--- config.mk ---
export PLATFORM = sky130hd
export DESIGN_NAME = dshot_frame_tx
export DESIGN_NICKNAME = d
export VERILOG_FILES = /design/src/rtl/dshot_frame_tx.sv
export SDC_FILE = /design/constraint.sdc
export NUM_CORES = 1
export LEC_CHECK = 0
export BUFFER_PORTS_ARGS = -buffer_cell sky130_fd_sc_hd__buf_2
export CAP_MARGIN = 5
export CELL_PAD_IN_SITES_DETAIL_PLACEMENT = 0
export CELL_PAD_IN_SITES_GLOBAL_PLACEMENT = 1
export CORE_MARGIN = 4
export CORE_UTILIZATION = 30
export DETAILED_ROUTE_END_ITERATION = 7
export PLACE_DENSITY_LB_ADDON = 0.1
export SLEW_MARGIN = 0
export SYNTH_ARGS = -nofsm -noshare
export SYNTH_HDL_FRONTEND = slang
export SYNTH_SLANG_ARGS = --single-unit
--- constraint.sdc ---
create_clock -name clk -period 2.4 [get_ports clk]
set_input_delay 0.48 -clock clk [delete_from_list [all_inputs] [get_ports clk]]
set_output_delay 0.48 -clock clk [all_outputs]
set_load 0.005 [all_outputs]
--- src/rtl/dshot_frame_tx.sv ---
// DShot frame transmitter: takes an 11-bit throttle/command word plus a
// telemetry flag, appends the 4-bit DShot CRC, and serialises the 16-bit
// frame MSB-first as fixed-period pulses whose high time encodes each bit.
module dshot_frame_tx #(
    parameter int unsigned BIT_CYCLES = 80,
    parameter int unsigned T1H_CYCLES = 60,
    parameter int unsigned T0H_CYCLES = 30,
    parameter int unsigned GAP_CYCLES = 40
) (
    input  logic        clk,
    input  logic        rst,
    input  logic        frame_valid,
    input  logic [10:0] throttle,
    input  logic        telemetry,
    output logic        frame_ready,
    output logic        dshot_out,
    output logic        busy,
    output logic        frame_done
);

    localparam int unsigned CYC_W  = (BIT_CYCLES > 1) ? $clog2(BIT_CYCLES) : 1;
    localparam int unsigned GCNT_W = (GAP_CYCLES > 1) ? $clog2(GAP_CYCLES) : 1;

    typedef enum logic [1:0] {
        S_IDLE = 2'd0,
        S_SEND = 2'd1,
        S_GAP  = 2'd2
    } state_t;

    state_t              r_state;
    logic [15:0]         r_frame;
    logic [3:0]          r_bit_idx;
    logic [CYC_W-1:0]    r_cyc;
    logic [GCNT_W-1:0]   r_gcnt;
    logic                r_dshot_out;
    logic                r_frame_ready;
    logic                r_busy;
    logic                r_frame_done;

    logic [11:0]         w_word;
    logic [3:0]          w_crc;
    logic [15:0]         w_frame;
    logic                w_accept;
    logic [31:0]         w_high_time;
    logic                w_bit_high;
    logic                w_last_cyc;
    logic                w_last_gap;
    logic                w_done_next;

    // Frame word and non-inverted DShot CRC over the three nibbles
    assign w_word      = {throttle, telemetry};
    assign w_crc       = w_word[3:0] ^ w_word[7:4] ^ w_word[11:8];
    assign w_frame     = {w_word, w_crc};
    assign w_accept    = frame_valid && r_frame_ready;

    // Pulse shaping for the bit currently on the line
    assign w_high_time = r_frame[r_bit_idx] ? 32'(T1H_CYCLES) : 32'(T0H_CYCLES);
    assign w_bit_high  = 32'(r_cyc) < w_high_time;
    assign w_last_cyc  = (r_cyc == CYC_W'(BIT_CYCLES - 1));
    assign w_last_gap  = (r_gcnt == GCNT_W'(GAP_CYCLES - 1));
    // The gap cycle about to start is the final one
    assign w_done_next = ((32'(r_gcnt) + 32'd2) == 32'(GAP_CYCLES));

    // Transmit FSM with registered line and handshake outputs
    always_ff @(posedge clk) begin
        if (rst) begin
            r_state       <= S_IDLE;
            r_frame       <= 16'd0;
            r_bit_idx     <= 4'd0;
            r_cyc         <= '0;
            r_gcnt        <= '0;
            r_dshot_out   <= 1'b0;
            r_frame_ready <= 1'b1;
            r_busy        <= 1'b0;
            r_frame_done  <= 1'b0;
        end else begin
            r_frame_done <= 1'b0;
            case (r_state)
                S_IDLE: begin
                    r_dshot_out <= 1'b0;
                    if (w_accept) begin
                        r_frame       <= w_frame;
                        r_bit_idx     <= 4'd15;
                        r_cyc         <= '0;
                        r_state       <= S_SEND;
                        r_frame_ready <= 1'b0;
                        r_busy        <= 1'b1;
                    end
                end
                S_SEND: begin
                    r_dshot_out <= w_bit_high;
                    if (w_last_cyc) begin
                        r_cyc <= '0;
                        if (r_bit_idx == 4'd0) begin
                            r_state      <= S_GAP;
                            r_gcnt       <= '0;
                            r_frame_done <= (GAP_CYCLES == 1);
                        end else begin
                            r_bit_idx <= r_bit_idx - 4'd1;
                        end
                    end else begin
                        r_cyc <= r_cyc + CYC_W'(1);
                    end
                end
                S_GAP: begin
                    r_dshot_out <= 1'b0;
                    if (w_last_gap) begin
                        r_state       <= S_IDLE;
                        r_gcnt        <= '0;
                        r_frame_ready <= 1'b1;
                        r_busy        <= 1'b0;
                    end else begin
                        r_gcnt       <= r_gcnt + GCNT_W'(1);
                        r_frame_done <= w_done_next;
                    end
                end
                default: begin
                    r_state       <= S_IDLE;
                    r_dshot_out   <= 1'b0;
                    r_frame_ready <= 1'b1;
                    r_busy        <= 1'b0;
                end
            endcase
        end
    end

    assign frame_ready = r_frame_ready;
    assign dshot_out   = r_dshot_out;
    assign busy        = r_busy;
    assign frame_done  = r_frame_done;

endmodule

== Word-level counts from Yosys, hierarchy flattened ==
Cells that the tools add are included.
W data, S select, Z words.
Word-level totals
  input port bits: 15
  bits in registers: 39
  output and inout bits: 4
  word-level logic and storage cells: 67
Cells by class
  eq/ne operators: 10
  magnitude comparators: 2
  bitwise gates (word level): 4
  reduce and logical (&&, ||, !) cells: 13
  add/subtract/negate cells: 4
  mux-type cells: 25
Operator list (number)
  $mux W6: 4
  $mux W7: 2
  $pmux W7 S2: 1
  $mux W4: 3
  $pmux W6 S2: 1
  $ne A2 B2 Y1 const B: 5
  $mux W2: 4
  $pmux W4 S2: 1
  $reduce_and A4 Y1: 2
  $xor A4 B4 Y4: 2
  $add A6 B2 Y7 const B: 1
  $add A7 B1 Y7 const B: 1
  $eq A7 B6 Y1 const B: 1
  $eq A7 B7 Y1 const B: 1
  $lt A7 B6 Y1: 1
  $add A6 B1 Y6 const B: 1
  $eq A6 B6 Y1 const B: 1
  $pmux W1 S3: 2
  $pmux W2 S3: 1
  $reduce_and A3 Y1: 2
  $lt A4 B5 Y1 const B: 1
  $mux W1: 5
  $bmux W1 S4: 1
  $logic_not A4 Y1: 1
  other kinds (10): 13

== Depth between registers and ports, before layout ==
Gate-level depths: netlist of the first run.
  word-level depth: 4
  mapped depth: 8
  depth with buffers taken out: 7

== Least setup slack after synthesis of the first run ==
OpenSTA, ideal clock, no wires.
  path type: reg-to-reg
  start point: reg r_bit_idx[2]
  end point: reg r_dshot_out (netlist: dshot_out)
  clock period less this slack: 1.783 ns
  data required time: 2.280 ns
  path buffers: 1
  cell stages (with the launch flop): 8
  arrival time: 1.664 ns
  slack: 0.617 ns
  library setup time: 0.120 ns
  cell sequence: dfxtp_1 clkbuf_8 a2111oi_0 nor4_1 a21oi_1 ha_1 nand4_1 o31a_1
On the way
  cells in the longest elaborated chain, start to end: 4
RTL lines
  start, declared: RTL line 32  | logic [3:0] r_bit_idx;
  start signal, assigned: RTL line 99  | r_bit_idx <= r_bit_idx - 4'd1;
  $bmux W1 S4: RTL line 57  | assign w_high_time = r_frame[r_bit_idx] ? 32'(T1H_CYCLES) : 32'(T0H_CYCLES);
  $mux W1 (implied by the code): RTL line 57
  $mux W6: RTL line 57
  $lt A7 B6 Y1: RTL line 58  | assign w_bit_high = 32'(r_cyc) < w_high_time;
  end signal, assigned: RTL line 91  | r_dshot_out <= w_bit_high;
  end, declared: RTL line 35  | logic r_dshot_out;
No other way between the ends. The select of a mux whose other input is x is not followed.
A chain may end at the register's enable or synchronous reset.

== Worst setup path in the final report of the first run ==
Ends and elaborated chain as after synthesis.

==> results.sh, run 1 <==
export IMPL_ctsHoldBuffers=0
export IMPL_grt_overflow=0
export IMPL_layout_common_cells="dfxtp_1, nand2_1, a21oi_1"
export IMPL_totalWireLength_um=4648
export IMPL_netlist_area_mm2=0.002007
export IMPL_wl_per_cell_um=13.87
export IMPL_num_vias=1699
export IMPL_htreeDepth=2
export IMPL_dp_cells=327
export IMPL_switching_power_mw=0.4086
export IMPL_min_period_ps=2030
export IMPL_relSlewSlack=0.4715
export IMPL_drt_first_pass_iters=4
export IMPL_drt_iter0_drc=53
export IMPL_syn_to_final_growth_pct=9.351
export IMPL_drive_gt1_frac=0.1473
export IMPL_status="finished clean"
export IMPL_powerDensity_mw_per_mm2=635.4
export IMPL_critPathArrivalTime_ps=2210
export IMPL_place_gp_congestion=0.7345
export IMPL_r2r_slack_ps=370
export IMPL_grt_pass1_vias=1664
export IMPL_io_pins=19
export IMPL_critPathRequiredTime_ps=2580
export IMPL_finalMaxSlewViolations=0
export IMPL_ys_seq_area_frac=0.3890
export IMPL_cts_setup_buffers=0
export IMPL_grtUsageMet3=0.02922
export IMPL_leakage_nw=0.7947
export IMPL_fp_row_count=29
export IMPL_grtUsageMet1=0.1620
export IMPL_diodes=0
export IMPL_fmax_ghz=0.4926
export IMPL_end_kind="flip-flop"
export IMPL_rsz0062_at_grt="no"
export IMPL_cts_tree="yes"
export IMPL_path_buf_inv=0
export IMPL_timing_final_crit_share=0.8459
export IMPL_antenna_found_initial=0
export IMPL_cts_root_buf="clkbuf_8"
export IMPL_cap_violations=0
export IMPL_core_area_mm2=0.006422
export IMPL_grt_first_pass_wirelength_um=8142
export IMPL_critical_path_top_delay_family="simple AND/OR/NAND/NOR gates"
export IMPL_postCtsResizedCells=0
export IMPL_ys_ff_latch=39
export IMPL_p_seq_frac=0.524
export IMPL_postSynthAreaPerCell_um2=8.259
export IMPL_postRouteAntennaNets=0
export IMPL_synth_edf_count=0
export IMPL_crit_slowest_cell="nor4_1"
export IMPL_cts_buffers=5
export IMPL_setup_tns_ps=0
export IMPL_p_comb_frac=0.168
export IMPL_cts_sinks=39
export IMPL_n_fill_cell=712
export IMPL_die_h_um=89.79
export IMPL_syn_nets=264
export IMPL_clockPowerShare=0.309
export IMPL_peakVddDrop_v=0.0002449
export IMPL_grt_usage=0.1231
export IMPL_finalSetupViolCount=0
export IMPL_grt_busiest_layer="met2"
export IMPL_path_cells="and2b_1 > a2111oi_0 > nor4_1 > a21oi_1 > ha_1 > nand4_1 > o31a_1"
export IMPL_finClkSkew_ps=1.214
export IMPL_layout_nets=278
export IMPL_ys_warn_count=0
export IMPL_internal_power_mw=0.9858
export IMPL_cp_max_fo=10
export IMPL_hold_viol=0
export IMPL_multiInputGateArea_mm2=0.001110
export IMPL_dieArea_mm2=0.008062
export IMPL_grt_max_degree=41
export IMPL_fin_hold_ws_ps=439.4
export IMPL_place_hpwl_um=3366
export IMPL_register_area_um2=780.7
export IMPL_cpPeakStageDelay_ps=460
export IMPL_worstSkewPairLatency_ps=290
export IMPL_dieWidth_um=89.79
export IMPL_async_flop_share=0
export IMPL_ys_types=45
export IMPL_final_cells=335
export IMPL_synthCells=243
export IMPL_io_buffers=18
export IMPL_path_clk_slew_ps=80
export IMPL_viasPerCell=5.072
export IMPL_grt_use_met2=0.1980
export IMPL_drcViolationCount=0
export IMPL_worstSetupPathType="reg2reg"
export IMPL_worstHoldPathType="in2reg"
export IMPL_synth_main_ff_cell="dfxtp_1"
export IMPL_start_util=0.3125
export IMPL_cp_start_kind="flip-flop"
export IMPL_layout_commonest_cell="dfxtp_1"
export IMPL_swShare=0.2930
export IMPL_worstMarginPinSlew_ps=792.7
export IMPL_clk_path_buf_depth=2
[worst min-delay path: stages]
cell	delay, ps
buf_2	110
nand2_1	50
a21oi_1	50
[kinds of logic (layout without fill, tap and decap cells)]
group,after synthesis,count (layout),share of synthesized area
AOI/OAI and AO/OA,66,66,0.2014
adders and majority gates,6,6,0.03741
muxes,2,2,0.02244
xor gates and xnor gates,8,8,0.03491
buffers and inverters,18,33,0.05798
DFF,39,39,0.3890
and+or+nand+nor,104,104,0.2569
[cell usage after synthesis, types with 2 or more instances]
master / number / area share
nand4_1: 2 / 0.0062
and2b_1: 4 / 0.015
nor4_1: 3 / 0.0094
clkbuf_8: 3 / 0.021
dfxtp_1: 39 / 0.39
a21oi_1: 35 / 0.087
nand3b_1: 3 / 0.011
o21ai_0: 6 / 0.015
buf_2: 3 / 0.0075
inv_1: 5 / 0.0094
nand2_1: 36 / 0.067
a31oi_1: 2 / 0.0062
xnor2_1: 4 / 0.017
or3_1: 2 / 0.0062
a211oi_1: 4 / 0.015
a22oi_1: 2 / 0.0075
nor2b_1: 2 / 0.0062
ha_1: 6 / 0.037
xor2_1: 4 / 0.017
nor2_1: 28 / 0.052
a2111oi_0: 4 / 0.017
clkbuf_1: 5 / 0.0094
nand2b_1: 4 / 0.012
nand3_1: 4 / 0.010
o21ai_2: 2 / 0.0087
mux4_2: 2 / 0.022
a311oi_1: 5 / 0.022
nor3_1: 7 / 0.017
[state kept, by name (all words and copies together) (netlist names)]
signal       cells
busy             1
r_bit_idx        4
r_cyc            7
frame_done       1
frame_ready      1
r_frame         16
r_state          2
dshot_out        1
r_gcnt           6
[path summary, 6_finish.rpt]
| kind | cells after the start | to | start |
|---|---|---|---|
| worst min-delay path | 3 | r_frame[6]$_SDFFE_PP0P_ | throttle[1] |
| worst max register to register | 7 | dshot_out$_SDFF_PP0_ | r_bit_idx[2]$_SDFFE_PP0P_ |
| worst max-delay path | 7 | dshot_out$_SDFF_PP0_ | r_bit_idx[2]$_SDFFE_PP0P_ |
| worst min register to register | 2 | r_frame[10]$_SDFFE_PP0P_ | r_frame[10]$_SDFFE_PP0P_ |
[layout make-up]
cell class / instances / area share
Timing Repair Buffer: 20 / 0.04789
Multi-Input combinational cell: 186 / 0.5057
Clock inverter: 3 / 0.006842
Inverter: 5 / 0.008552
Sequential cell: 39 / 0.3558
Clock buffer: 5 / 0.03136
Tap cell: 77 / 0.04390
[routing by layer]
metal,vias up,share of wire
li1,894,-
met1,773,0.50
met2,25,0.45
met3,7,0.032
met4,0,0.013
met5,-,0
[power groups by stage]
stage	sequential (mW)	combinational (mW)	clock [mW]
after floorplan	0.725	0.197	0
after global placement	0.748	0.238	0
after detailed placement	0.748	0.237	0
after CTS	0.732	0.238	0.454
after global routing	0.738	0.271	0.486
final	0.730	0.234	0.430
[through the flow]
| stage | cell area (µm²) | setup slack (ps) | power, mW | util |
|---|---|---|---|---|
| floorplan | 2007 | 616.6 | 0.9227 | - |
| global placement | 2111 | 436.5 | 0.9858 | 0.3287 |
| detailed placement | 2111 | 359.0 | 0.9846 | 0.3287 |
| CTS | 2195 | 352.5 | 1.424 | 0.3417 |
| global route | 2195 | 54.21 | 1.496 | 0.3417 |
| finish | 2195 | 369.8 | 1.394 | 0.3417 |
No activity file was read; power rests on OpenSTA's default activity.
==> inputs of run 2 (changes only) <==
==> constraint.sdc (replaced) <==
create_clock -name clk -period 1.85 [get_ports clk]
set_input_delay 0.37 -clock clk [delete_from_list [all_inputs] [get_ports clk]]
set_output_delay 0.37 -clock clk [all_outputs]
set_load 0.005 [all_outputs]
==> results.sh, run 2 (synthesized netlist as in run 1, its figures left out) <==
export IMPL_status="finished with violations"
export IMPL_violations="negative setup slack"
export IMPL_r2r_slack_ps=-4
export IMPL_layout_common_cells="nand2_1, dfxtp_1, a21oi_1"
export IMPL_rsz0062_at_grt="yes"
export IMPL_syn_to_final_growth_pct=25.37
export IMPL_critPathArrivalTime_ps=2030
export IMPL_dieArea_mm2=0.008062
export IMPL_leakage_nw=0.9543
export IMPL_cts_tree="yes"
export IMPL_placed_area_mm2=0.002291
export IMPL_place_hpwl_um=3619
export IMPL_cp_startpoint="r_bit_idx[2]$_SDFFE_PP0P_"
export IMPL_grt_overflow=0
export IMPL_worstSetupPathType="reg2reg"
export IMPL_drive_gt1_frac=0.2632
export IMPL_fin_hold_ws_ps=321.5
export IMPL_worstMarginPinSlew_ps=478.6
export IMPL_diodes=0
export IMPL_num_vias=1783
export IMPL_core_area_mm2=0.006422
export IMPL_cp_max_fo=8
export IMPL_grt_max_degree=24
export IMPL_postRouteAntennaNets=0
export IMPL_cts_buffers=5
export IMPL_fmax_ghz=0.5395
export IMPL_path_clk_slew_ps=80
export IMPL_dieWidth_um=89.79
export IMPL_io_buffers=18
export IMPL_antenna_found_initial=0
export IMPL_clk_path_buf_depth=2
export IMPL_die_h_um=89.79
export IMPL_reg_top3="r_frame (16), r_cyc (7), r_gcnt (6)"
export IMPL_htreeDepth=2
export IMPL_layout_nets=305
export IMPL_drt_iter0_drc=55
export IMPL_cp_start_kind="flip-flop"
export IMPL_peakVddDrop_v=0.0003823
export IMPL_grt_first_pass_wirelength_um=8445
export IMPL_final_util=0.3918
export IMPL_min_period_ps=1854
export IMPL_setup_tns_ps=-3.729
export IMPL_fp_row_count=29
export IMPL_worstSkewPairLatency_ps=300
export IMPL_hold_viol=0
export IMPL_wl_per_cell_um=13.35
export IMPL_viasPerCell=4.925
export IMPL_ctsHoldBuffers=0
export IMPL_grt_usage=0.1270
export IMPL_worstHoldPathType="in2reg"
export IMPL_rr_startpoint="r_bit_idx[2]$_SDFFE_PP0P_"
export IMPL_drt_first_pass_iters=4
export IMPL_finalInstanceArea_mm2=0.002516
export IMPL_drcViolationCount=0
export IMPL_end_kind="flip-flop"
export IMPL_cts_root_buf="clkbuf_8"
export IMPL_fin_ws_ps=-3.729
export IMPL_finalMaxSlewViolations=0
export IMPL_top_register="r_frame"
export IMPL_n_fill_cell=653
export IMPL_io_pins=19
export IMPL_cts_sinks=39
export IMPL_largest_reg_flops=16
export IMPL_totalWireLength_um=4832
export IMPL_start_util=0.3125
export IMPL_relSlewSlack=0.6803
export IMPL_critPathRequiredTime_ps=2030
export IMPL_cap_violations=0
export IMPL_place_gp_congestion=0.8262
export IMPL_powerDensity_mw_per_mm2=844.7
export IMPL_grt_pass1_vias=1715
export IMPL_hp_start="throttle[7]"
export IMPL_timing_final_crit_share=1.002
export IMPL_finalSetupViolCount=1
export IMPL_finClkSkew_ps=11.93
run 2: cell count changes in the layout (fill, tap and decap cells not counted), sizes merged:
cell	before	now
clkbuf	5	6
clkinv	3	0
inv	5	6
buf	20	47
bufinv	0	1
run 2: per-stage QoR:
stage                     power [mW]  setup slack, ps  cells
after global placement         1.328           -130.0    351
after detailed placement       1.328           -232.9    351
after global routing           2.242           -85.47    362
after floorplan                1.197            66.55    243
after CTS                      2.142           -44.86    361
final                          2.125           -3.729    362
run 2: power breakdown:
part	internal [mW]	total, mW	switching (mW)
Combinational	0.198	0.411	0.213
Sequential	0.896	0.950	0.0533
Clock	0.444	0.765	0.321
run 2: worst max-delay path, cell delays in order, from the launching register on:
cell       delay [ps]
dfxtp_4           370
and2b_1           230
a2111oi_4          40
nor4_2            330
a21oi_1           130
ha_1              290
nand4_1            60
o31a_1            280
run 2: timing repair:
item                                    4_1_cts  5_1_grt
endpoints found under the hold margin         0        0
resized for setup                            15        5
endpoints found under the setup margin        3        2
pin swaps                                     8        5
setup buffers                                 2        1
run 2: per-layer routing:
layer,track usage,share of wire,up-vias
met4,0.04087,0.015,0
met3,0.02922,0.028,6
met2,0.2099,0.46,23
met1,0.1640,0.49,808
li1,-,-,946
met5,0,0,-
run 2: worst paths after layout:
kind	end	cells after the start
setup reg to reg	dshot_out$_SDFF_PP0_	7
hold / removal	r_frame[12]$_SDFFE_PP0P_	3
hold reg to reg	r_frame[10]$_SDFFE_PP0P_	2
setup / recovery	dshot_out$_SDFF_PP0_	7
run 2: final cells by class:
| cell class | count | area [µm²] | share of cell area |
|---|---|---|---|
| inverters | 5 | 18.77 | 0.007459 |
| clock buffers | 6 | 82.58 | 0.03282 |
| multi-input cells | 186 | 1180 | 0.4689 |
| clock inverters | 2 | 38.79 | 0.01542 |
| flip-flops and latches | 39 | 792.0 | 0.3148 |
| well taps | 77 | 96.34 | 0.03829 |
| repair buffers | 47 | 307.8 | 0.1223 |
==> inputs of run 3 (changes only) <==
--- a/config.mk
+++ b/config.mk
@@ -11,7 +11,10 @@
 export CELL_PAD_IN_SITES_GLOBAL_PLACEMENT = 1
 export CORE_MARGIN = 4
 export CORE_UTILIZATION = 30
+export CTS_BUF_LIST = sky130_fd_sc_hd__clkbuf_4
+export CTS_CLUSTER_SIZE = 30
 export DETAILED_ROUTE_END_ITERATION = 7
+export GPL_TIMING_DRIVEN = 0
 export PLACE_DENSITY_LB_ADDON = 0.1
 export SLEW_MARGIN = 0
 export SYNTH_ARGS = -nofsm -noshare
==> results.sh, run 3 (synthesized netlist as in run 1, its figures left out) <==
export IMPL_cts_tree="yes"
export IMPL_totalWireLength_um=5381
export IMPL_place_hpwl_um=3700
export IMPL_drt_iter0_drc=61
export IMPL_syn_to_final_growth_pct=20.76
export IMPL_leakage_nw=0.8569
export IMPL_wl_per_cell_um=15.42
export IMPL_crit_slowest_cell="dfxtp_4"
export IMPL_cp_start_kind="flip-flop"
export IMPL_cpPeakStageDelay_ps=390
export IMPL_drive_gt1_frac=0.2426
export IMPL_worstSetupPathType="reg2reg"
export IMPL_antenna_found_initial=0
export IMPL_path_clk_slew_ps=120
export IMPL_fin_hold_ws_ps=266.4
export IMPL_drcViolationCount=0
export IMPL_worstMarginPinSlew_ps=600.4
export IMPL_worstSkewPairLatency_ps=350
export IMPL_p_total_mw=1.859
export IMPL_cp_max_fo=6
export IMPL_cts_root_buf="clkbuf_4"
export IMPL_dieWidth_um=89.79
export IMPL_p_comb_frac=0.237
export IMPL_timing_final_crit_share=1.007
export IMPL_peakVddDrop_v=0.0003163
export IMPL_diodes=0
export IMPL_place_ws_ps=-249.1
export IMPL_end_kind="flip-flop"
export IMPL_dieArea_mm2=0.008062
export IMPL_fmax_ghz=0.5369
export IMPL_status="finished with violations"
export IMPL_largest_reg_flops=16
export IMPL_htreeDepth=2
export IMPL_final_util=0.3774
export IMPL_grt_first_pass_wirelength_um=9101
export IMPL_postRouteAntennaNets=0
export IMPL_path_cells="and2b_1 > a2111oi_4 > nor4_4 > a21oi_2 > ha_1 > nand4_1 > o31a_1"
export IMPL_worstHoldPathType="in2reg"
export IMPL_finalSetupViolCount=1
export IMPL_powerDensity_mw_per_mm2=766.9
export IMPL_io_buffers=18
export IMPL_start_util=0.3125
export IMPL_p_seq_frac=0.511
export IMPL_internal_power_mw=1.270
export IMPL_relSlewSlack=0.5998
export IMPL_fp_row_count=29
export IMPL_cts_sinks=39
export IMPL_critPathArrivalTime_ps=2120
export IMPL_clockPowerShare=0.252
export IMPL_grt_overflow=0
export IMPL_grt_pass1_vias=1833
export IMPL_io_pins=19
export IMPL_die_h_um=89.79
export IMPL_num_vias=1796
export IMPL_grt_usage=0.1390
export IMPL_finClkSkew_ps=9.593
export IMPL_violations="negative setup slack"
export IMPL_switching_power_mw=0.5884
export IMPL_clk_path_buf_depth=2
export IMPL_cap_violations=0
export IMPL_hold_viol=0
export IMPL_reg_top3="r_frame (16), r_cyc (7), r_gcnt (6)"
export IMPL_min_period_ps=1863
export IMPL_fin_ws_ps=-12.51
export IMPL_core_area_mm2=0.006422
export IMPL_grt_max_degree=12
export IMPL_critPathRequiredTime_ps=2110
export IMPL_top_register="r_frame"
export IMPL_layout_nets=292
export IMPL_layout_common_cells="nand2_1, dfxtp_1, a21oi_1"
export IMPL_finalMaxSlewViolations=0
export IMPL_cts_buffers=5
export IMPL_drt_first_pass_iters=6
export IMPL_swShare=0.3166
export IMPL_rsz0062_at_grt="yes"
export IMPL_viasPerCell=5.146
export IMPL_place_gp_congestion=0.7360
export IMPL_setup_tns_ps=-12.51
run 3: changes by cell type in the layout (fill, tap and decap cells not counted), moves of 2 or more:
cell / before / now
a21oi_1: 35 / 33
clkbuf_1: 0 / 5
clkbuf_8: 6 / 2
buf_4: 29 / 3
buf_2: 18 / 20
nand2_1: 36 / 34
buf_6: 0 / 2
nand2_2: 0 / 2
dfxtp_1: 36 / 34
clkbuf_4: 0 / 7
dfxtp_2: 0 / 3
a21oi_2: 0 / 2
run 3: final timing paths:
path                                  start                       end  slack, ps  cells past startpoint
hold reg to reg    r_frame[10]$_SDFFE_PP0P_  r_frame[10]$_SDFFE_PP0P_        460                      2
setup reg to reg  r_bit_idx[2]$_SDFFE_PP0P_      dshot_out$_SDFF_PP0_        -10                      7
hold / removal                  throttle[4]   r_frame[9]$_SDFFE_PP0P_        270                      3
setup / recovery  r_bit_idx[2]$_SDFFE_PP0P_      dshot_out$_SDFF_PP0_        -10                      7
run 3: routing by layer:
layer	share of wire	global-route usage
met1	0.48	0.1743
met2	0.47	0.2368
met3	0.038	0.03005
met4	0.015	0.04598
met5	0	0
run 3: area by class of cell:
cell class | instances | area (µm²)
Clock inverter | 1 | 5.005
Fill cell | 689 | 3999
Timing Repair Buffer | 21 | 112.6
Multi-Input combinational cell | 186 | 1227
Clock buffer | 7 | 52.55
Buffer | 13 | 115.1
Tap cell | 77 | 96.34
Sequential cell | 39 | 792.0
Inverter | 5 | 22.52
run 3: worst max-delay path, delay by kind of cell, from the launching register on:
family | cells | cell delay [ps]
AND/OR/NAND/NOR | 3 | 680
AO/OA/AOI/OAI | 3 | 420
flip-flops | 1 | 390
adder cells (fa/ha/maj) | 1 | 280
run 3: through the flow:
step | instance area [µm²] | cells
4_1_cts | 2331 | 348
3_5_place_dp | 2193 | 338
6_report | 2424 | 349
3_3_place_gp | 2193 | 338
2_1_floorplan | 2007 | 243
5_1_grt | 2424 | 349
run 3: power by group through the flow:
stage / Combinational [mW] / Sequential [mW] / Clock (mW)
global route: 0.494 / 0.959 / 0.535
finish: 0.440 / 0.949 / 0.469
global placement: 0.360 / 0.952 / 0
CTS: 0.402 / 0.941 / 0.502
floorplan: 0.256 / 0.941 / 0
detailed placement: 0.362 / 0.952 / 0
run 3: what timing repair did:
item / in CTS / in global routing
cloned: 0 / 0
hold buffers: 0 / 0
setup buffers: 2 / 1
pin swaps: 7 / 3
resized for setup: 22 / 12
setup endpoints to repair: 5 / 11
